[src/rtl/seq_mul_pkg.sv]
// -----------------------------------------------------------------------------
// mul_pkg
// Shared definitions for the sequential RV64M multiplier.
//   - op encodings (the issue logic uses the same encoding)
//   - FSM state type
//   - cond_neg(): conditional two's-complement negate. It is used both for
//     operand magnitude prep and for the final product sign fix.
// No ports (package).
// -----------------------------------------------------------------------------
package mul_pkg;

    localparam logic [1:0] MUL_LO  = 2'b00;  // MUL    : low half
    localparam logic [1:0] MUL_HSS = 2'b01;  // MULH   : high half, signed x signed
    localparam logic [1:0] MUL_HSU = 2'b10;  // MULHSU : high half, signed x unsigned
    localparam logic [1:0] MUL_HUU = 2'b11;  // MULHU  : high half, unsigned x unsigned

    typedef enum logic [1:0] {
        IDLE = 2'd0,
        CALC = 2'd1,
        FIX  = 2'd2,
        DONE = 2'd3
    } state_t;

    // Working width of cond_neg. Callers zero-extend into it and truncate the
    // result back. The low N bits of a two's-complement negation depend only
    // on the low N bits of the input, so one wide function serves every
    // width up to NEG_W (covers 2*XLEN for XLEN <= 128).
    localparam int NEG_W = 256;

    function automatic logic [NEG_W-1:0] cond_neg(input logic [NEG_W-1:0] x,
                                                  input logic             en);
        return en ? (~x + NEG_W'(1)) : x;
    endfunction

endpackage

[src/rtl/seq_mul_if.sv]
// -----------------------------------------------------------------------------
// seq_mul_if
// Request/result bundle between the M-extension issue logic and seq_mul.
//
// Handshake: the issuer raises start together with op/a/b. The request is
// taken at the first rising Clk edge where start=1 and the multiplier is idle
// (busy=0 and not in its done cycle); a start at any other time is dropped,
// never queued. Operands are latched on acceptance and may change freely
// afterwards. done is a one-cycle pulse marking y valid; y then holds until
// the next accepted request finishes.
//
// Signals:
//   start  master->slave  request
//   op     master->slave  2-bit op (see mul_pkg)
//   a, b   master->slave  rs1 / rs2 operands
//   busy   slave->master  operation in progress
//   done   slave->master  result-valid pulse
//   y      slave->master  result
// -----------------------------------------------------------------------------
interface seq_mul_if #(
    parameter int XLEN = 64
);
    logic            start;
    logic [1:0]      op;
    logic [XLEN-1:0] a;
    logic [XLEN-1:0] b;
    logic            busy;
    logic            done;
    logic [XLEN-1:0] y;

    modport master (
        output start, op, a, b,
        input  busy, done, y
    );

    modport slave (
        input  start, op, a, b,
        output busy, done, y
    );
endinterface

[src/rtl/seq_mul.sv]
// -----------------------------------------------------------------------------
// seq_mul
// Iterative radix-2 shift-add multiplier for MUL/MULH/MULHSU/MULHU.
// The operands are reduced to unsigned magnitudes with a latched result sign.
// One product bit is retired per cycle for XLEN cycles, then the sign is
// applied and the requested half is selected in one extra cycle. Latency
// is fixed, so there is no early exit for small operands.
//
// Ports:
//   Clk    in   rising-edge clock
//   Rst    in   synchronous, active-low reset
//   bus    slave modport of seq_mul_if (start/op/a/b in, busy/done/y out)
//   state  out  current FSM state, for observation
// -----------------------------------------------------------------------------
module seq_mul
    import mul_pkg::*;
#(
    parameter int XLEN  = 64,
    parameter int CNT_W = $clog2(XLEN) + 1
) (
    input  logic        Clk,
    input  logic        Rst,
    seq_mul_if.slave    bus,
    output state_t      state
);

    logic [1:0]        op_q;
    logic              neg;
    logic [XLEN-1:0]   ma;
    logic [2*XLEN-1:0] acc;
    logic [CNT_W-1:0]  cnt;

    logic              sa;
    logic              sb;
    logic [XLEN-1:0]   ma_in;
    logic [XLEN-1:0]   mb_in;
    logic [XLEN:0]     sum;
    logic [2*XLEN-1:0] p;

    always_comb begin
        // Only the signed operand positions of each op contribute a sign.
        sa    = bus.a[XLEN-1] & ((bus.op == MUL_HSS) | (bus.op == MUL_HSU));
        sb    = bus.b[XLEN-1] & (bus.op == MUL_HSS);
        // Negating the most negative value wraps back to 2^(XLEN-1), which
        // is the correct unsigned magnitude.
        ma_in = XLEN'(cond_neg(NEG_W'(bus.a), sa));
        mb_in = XLEN'(cond_neg(NEG_W'(bus.b), sb));
        // Partial-product add into the upper half, keeping the carry bit.
        sum   = {1'b0, acc[2*XLEN-1:XLEN]} + (acc[0] ? {1'b0, ma} : '0);
        p     = (2*XLEN)'(cond_neg(NEG_W'(acc), neg));
    end

    always_ff @(posedge Clk) begin
        if (!Rst) begin
            state    <= IDLE;
            op_q     <= MUL_LO;
            neg      <= 1'b0;
            ma       <= '0;
            acc      <= '0;
            cnt      <= '0;
            bus.busy <= 1'b0;
            bus.done <= 1'b0;
            bus.y    <= '0;
        end else begin
            case (state)
                IDLE: begin
                    if (bus.start) begin
                        op_q     <= bus.op;
                        neg      <= sa ^ sb;
                        ma       <= ma_in;
                        acc      <= {{XLEN{1'b0}}, mb_in};
                        cnt      <= '0;
                        bus.busy <= 1'b1;
                        state    <= CALC;
                    end
                end

                CALC: begin
                    // {carry, upper, lower} >> 1: the multiplier bits drain
                    // out of the bottom while product bits fill from the top.
                    acc <= {sum, acc[XLEN-1:1]};
                    cnt <= cnt + CNT_W'(1);
                    if (cnt == CNT_W'(XLEN - 1)) begin
                        state <= FIX;
                    end
                end

                FIX: begin
                    bus.y    <= (op_q == MUL_LO) ? p[XLEN-1:0] : p[2*XLEN-1:XLEN];
                    bus.busy <= 1'b0;
                    bus.done <= 1'b1;
                    state    <= DONE;
                end

                DONE: begin
                    // start is deliberately not sampled here.
                    bus.done <= 1'b0;
                    state    <= IDLE;
                end

                default: begin
                    state <= IDLE;
                end
            endcase
        end
    end

endmodule

[src/flat_wrapper.sv]
// flat-port wrapper written by rule: the top's interface ports become plain ports
module seq_mul_flat import mul_pkg::*;
#(
    parameter int XLEN  = 64,
    parameter int CNT_W = $clog2(XLEN) + 1
)
  (Clk, Rst, state, bus_start, bus_op, bus_a, bus_b, bus_busy, bus_done, bus_y);
  seq_mul_if #(.XLEN(XLEN)) bus_i ();
  input  logic Clk;
  input  logic Rst;
  output state_t state;
  input wire logic [$bits(bus_i.start)-1:0] bus_start;
  input wire logic [$bits(bus_i.op)-1:0] bus_op;
  input wire logic [$bits(bus_i.a)-1:0] bus_a;
  input wire logic [$bits(bus_i.b)-1:0] bus_b;
  output wire logic [$bits(bus_i.busy)-1:0] bus_busy;
  output wire logic [$bits(bus_i.done)-1:0] bus_done;
  output wire logic [$bits(bus_i.y)-1:0] bus_y;
  assign bus_i.start = bus_start;
  assign bus_i.op = bus_op;
  assign bus_i.a = bus_a;
  assign bus_i.b = bus_b;
  assign bus_busy = bus_i.busy;
  assign bus_done = bus_i.done;
  assign bus_y = bus_i.y;
  seq_mul #(.XLEN(XLEN), .CNT_W(CNT_W)) u_core (.Clk(Clk), .Rst(Rst), .bus(bus_i), .state(state));
endmodule
[config.mk]
export PLATFORM = sky130hd
export DESIGN_NAME = seq_mul_flat
export DESIGN_NICKNAME = d
export VERILOG_FILES = /design/src/rtl/seq_mul_pkg.sv /design/src/rtl/seq_mul_if.sv /design/src/rtl/seq_mul.sv /design/src/flat_wrapper.sv
export SDC_FILE = /design/constraint.sdc
export NUM_CORES = 1
export LEC_CHECK = 0
export BUFFER_PORTS_ARGS = -buffer_cell sky130_fd_sc_hd__buf_2
export CORE_MARGIN = 2
export CORE_UTILIZATION = 40
export CTS_CLUSTER_SIZE = 28
export DETAILED_ROUTE_END_ITERATION = 7
export HOLD_SLACK_MARGIN = 0.1
export SYNTH_ARGS = -nofsm -noshare
export SYNTH_HDL_FRONTEND = slang
export SYNTH_SLANG_ARGS = --single-unit
[constraint.sdc]
create_clock -name Clk -period 4.58 [get_ports Clk]
set_input_delay 0.229 -clock Clk [delete_from_list [all_inputs] [get_ports Clk]]
set_output_delay 0.229 -clock Clk [all_outputs]
set_load 0.005 [all_outputs]
==> flow_summary.ini <==
[status]
outcome = complete, no violations

[sta]
fmax_mhz = 242
clock_skew_ns = 0.0241
rsz0062_at_grt = no
slew_headroom = 0.221
hold_violations = 0
setup_viol = 0
tightest_slew_ns = 1.16
drv_slew = 0
fin_tns_setup_ns = 0
post-route-period-util = 0.901
whs_ns = 0.136
post-route-min-period_ns = 4.13
timing.final.ws_setup_ns = 0.452

[worst_setup_path]
arrival_ns = 4.57
cpPeakStageDelay_ns = 0.72
path_class = reg -> reg
cp_max_fo = 8
cp_slowest_cell = nor4_1
cp.buffers_inverters = 0
reg2reg_from = u_core.acc[23]$_SDFFE_PN0P_
path_common_cell = nor4_1
rr_endpoint = u_core.bus.y[12]$_SDFFE_PN0P_
ff2ff_setup_slack_ns = 0.45
required_ns = 5.02
rr_worst_depth = 10
path_delay_family = simple AND/OR/NAND/NOR gates
crit_chain = nor4_1 -> nand4b_1 -> nor4_1 -> nand3_1 -> nor4_1 -> nand2_1 -> o41ai_1 -> xnor2_1 -> o21ai_0 -> o21ai_0
start_kind = flop
end_kind = flop

[cts]
h-tree-depth = 2
ctsLongestPathBuffers = 3
clkTransAtPathRegs_ns = 0.06
ctsHoldBuffers = 80
numCtsBuffers = 35
worstSkewPairLatency_ns = 0.56
clkSinkCount = 270
cts_resized = 0
post_cts_buffers = 0
cts-root-buf = clkbuf_16
tritoncts = yes

[logic_synthesis]
synth_top_family_by_area = simple AND/OR/NAND/NOR gates
postSynthAreaPerCell_um2 = 7.13
ys_types = 78
seq_area_frac_synth = 0.261
synth_xor_area_frac = 0.0956
synth_fa_ha_area_frac = 0.0451
syn-num-nets = 3109
synthArstFlopShare = 0
syn_inst = 2902
yosys.area_share.simple = 0.273
syn-cell-area_um2 = 20700
yosys.area.top_type = dfxtp_1
yosys_warnings = 0
synth_most_common_cell = nand2_1
muxShareOfSynthArea = 0.0106
synth_compound_area_frac = 0.271
synth_flop_cell = dfxtp_1
synth_edf_count = 0
synth_top_area_frac = 0.261
yosys-top-cells-area = dfxtp_1, nand2_1, o21ai_0
ys_ff_latch = 270
synthTopCellsByCount = nand2_1, dfxtp_1, nor2_1

[global_route]
overflow = 0
track_usage = 0.306
gr-usage-met1 = 0.414
grt_max_degree = 114
grtUsageMet2 = 0.488
antenna_found_initial = 2
grt_busiest_layer = met2
grt_pass1_vias = 21600
grt_pass1_wl_um = 128000
use_met3 = 0.0378

[hold_path]
hold_start = bus_b[61]
hold_depth = 4
worstHoldPathType = in -> reg
hold_end = u_core.acc[61]$_SDFFE_PN0P_

[floorplan]
num_rows = 83
initial_core_util = 0.404
core_region_area_um2 = 51200
ioPinCount = 201
die_w_um = 231
die_area_um2 = 53600
die_h_um = 231

[placement]
gp_congestion = 0.978
hpwlAfterDp_um = 64200
pre_cts_ws_ns = 0.522
port_buffers = 200

[routing]
viasPerCell = 6.03
drtIter0Drc = 2007
ant_nets = 0
dr.pass1.iters = 6
via_count = 22900
finalWirelength_um = 83600
drc = 0
post_drt_wl_per_cell_um = 22.0

[power]
powerDensity_nw_per_um2 = 493
power_switching_uw = 5600
combPwrFrac = 0.464
p_int_uw = 6410
clkPwrFrac = 0.234
switching_share = 0.466
power_frac_seq = 0.302
p_leak_uw = 0.00960
vdd_drop_max_v = 0.000454

[run]
cap_violations = 0

[final_layout]
drive_gt1_frac = 0.119
diodes = 0
utilization = 0.476
layout.nets = 3298
nFillCells = 5182
area_growth_syn_to_layout_pct = 17.8
==> stage by stage <==
step                instances  instance area (um2)  total power, uW
CTS                      3798                24400            11900
global placement         3654                22400             9000
floorplan                2902                20700             7020
finish                   3798                24400            12000
global route             3798                24400            12700
detailed placement       3654                22400             9060
==> placed cells by master (no fill, tap or decap), types with 31 or more instances in the layout <==
| cell | n |
|---|---|
| nor3_1 | 89 |
| clkbuf_16 | 35 |
| buf_2 | 200 |
| o211ai_1 | 31 |
| o31ai_1 | 43 |
| buf_4 | 70 |
| nand2_1 | 391 |
| dfxtp_1 | 269 |
| nor4_1 | 49 |
| nor2_1 | 258 |
| a21oi_1 | 245 |
| inv_1 | 41 |
| a31oi_1 | 41 |
| nand3_1 | 74 |
| or3_1 | 57 |
| a211oi_1 | 51 |
| o21ai_0 | 248 |
| nand2b_1 | 42 |
| xnor2_1 | 118 |
| and2_1 | 78 |
| nand4_1 | 38 |
| ha_1 | 72 |
| xor2_1 | 108 |
| a21o_1 | 36 |
| dlygate4sd3_1 | 80 |
==> layer usage <==
metal	vias to the layer above	share of wire
met2	906	0.45
met3	178	0.061
met4	2	0.043
li1	10900	-
met5	-	0.00016
met1	10900	0.45
==> worst max path at each step <==
stage	from	end	slack, ns	cells past startpoint
5_1_grt	u_core.acc[23]$_SDFFE_PN0P_	u_core.bus.y[12]$_SDFFE_PN0P_	0.18	10
4_1_cts	bus_a[22]	u_core.ma[63]$_SDFFE_PN0P_	0.45	14
6_report	u_core.acc[23]$_SDFFE_PN0P_	u_core.bus.y[12]$_SDFFE_PN0P_	0.45	10
3_5_place_dp	u_core.acc[23]$_SDFFE_PN0P_	u_core.bus.y[12]$_SDFFE_PN0P_	0.52	10
3_3_place_gp	u_core.acc[23]$_SDFFE_PN0P_	u_core.bus.y[12]$_SDFFE_PN0P_	0.50	10
2_1_floorplan	u_core.acc[0]$_SDFFE_PN0P_	u_core.acc[125]$_SDFFE_PN0P_	0.98	15
==> cell type report <==
| class | instances | area [um2] | share of cell area |
|---|---|---|---|
| Clock inverter | 20 | 193 | 0.00790 |
| Sequential cell | 270 | 5410 | 0.222 |
| Inverter | 42 | 160 | 0.00657 |
| Multi-Input combinational cell | 2389 | 14400 | 0.592 |
| Timing Repair Buffer | 353 | 2390 | 0.0979 |
| Clock buffer | 44 | 960 | 0.0393 |
| Tap cell | 680 | 851 | 0.0349 |
==> flip-flops by register name (all words and copies together) (netlist names) <==
name and cells:
u_core.neg 1, u_core.acc 128, u_core.bus.done 1, u_core.op_q 2
u_core.bus.y 64, u_core.ma 64, u_core.bus.busy 1, u_core.state 2
u_core.cnt 7
==> power groups by stage <==
stage | Sequential (uW) | Combinational [uW] | Clock, uW
finish | 3630 | 5580 | 2810
global route | 3670 | 6140 | 2940
CTS | 3600 | 5500 | 2850
detailed placement | 3650 | 5410 | 0
global placement | 3630 | 5370 | 0
floorplan | 3280 | 3740 | 0
==> cell families after synthesis <==
group / after synthesis
AND/OR/NAND/NOR: 1175
AO/OA/AOI/OAI: 892
flip-flops: 270
buffers and inverters: 243
XOR/XNOR: 226
adder cells (fa/ha/maj): 74
multiplexers: 22
==> worst min-delay path: cells and delay by family <==
family	cells	cell delay, ns
AO/OA/AOI/OAI	1	0.17
buffers and inverters	1	0.10
XOR/XNOR	1	0.08
AND/OR/NAND/NOR	1	0.06
No activity file was read; power rests on OpenSTA's default activity.
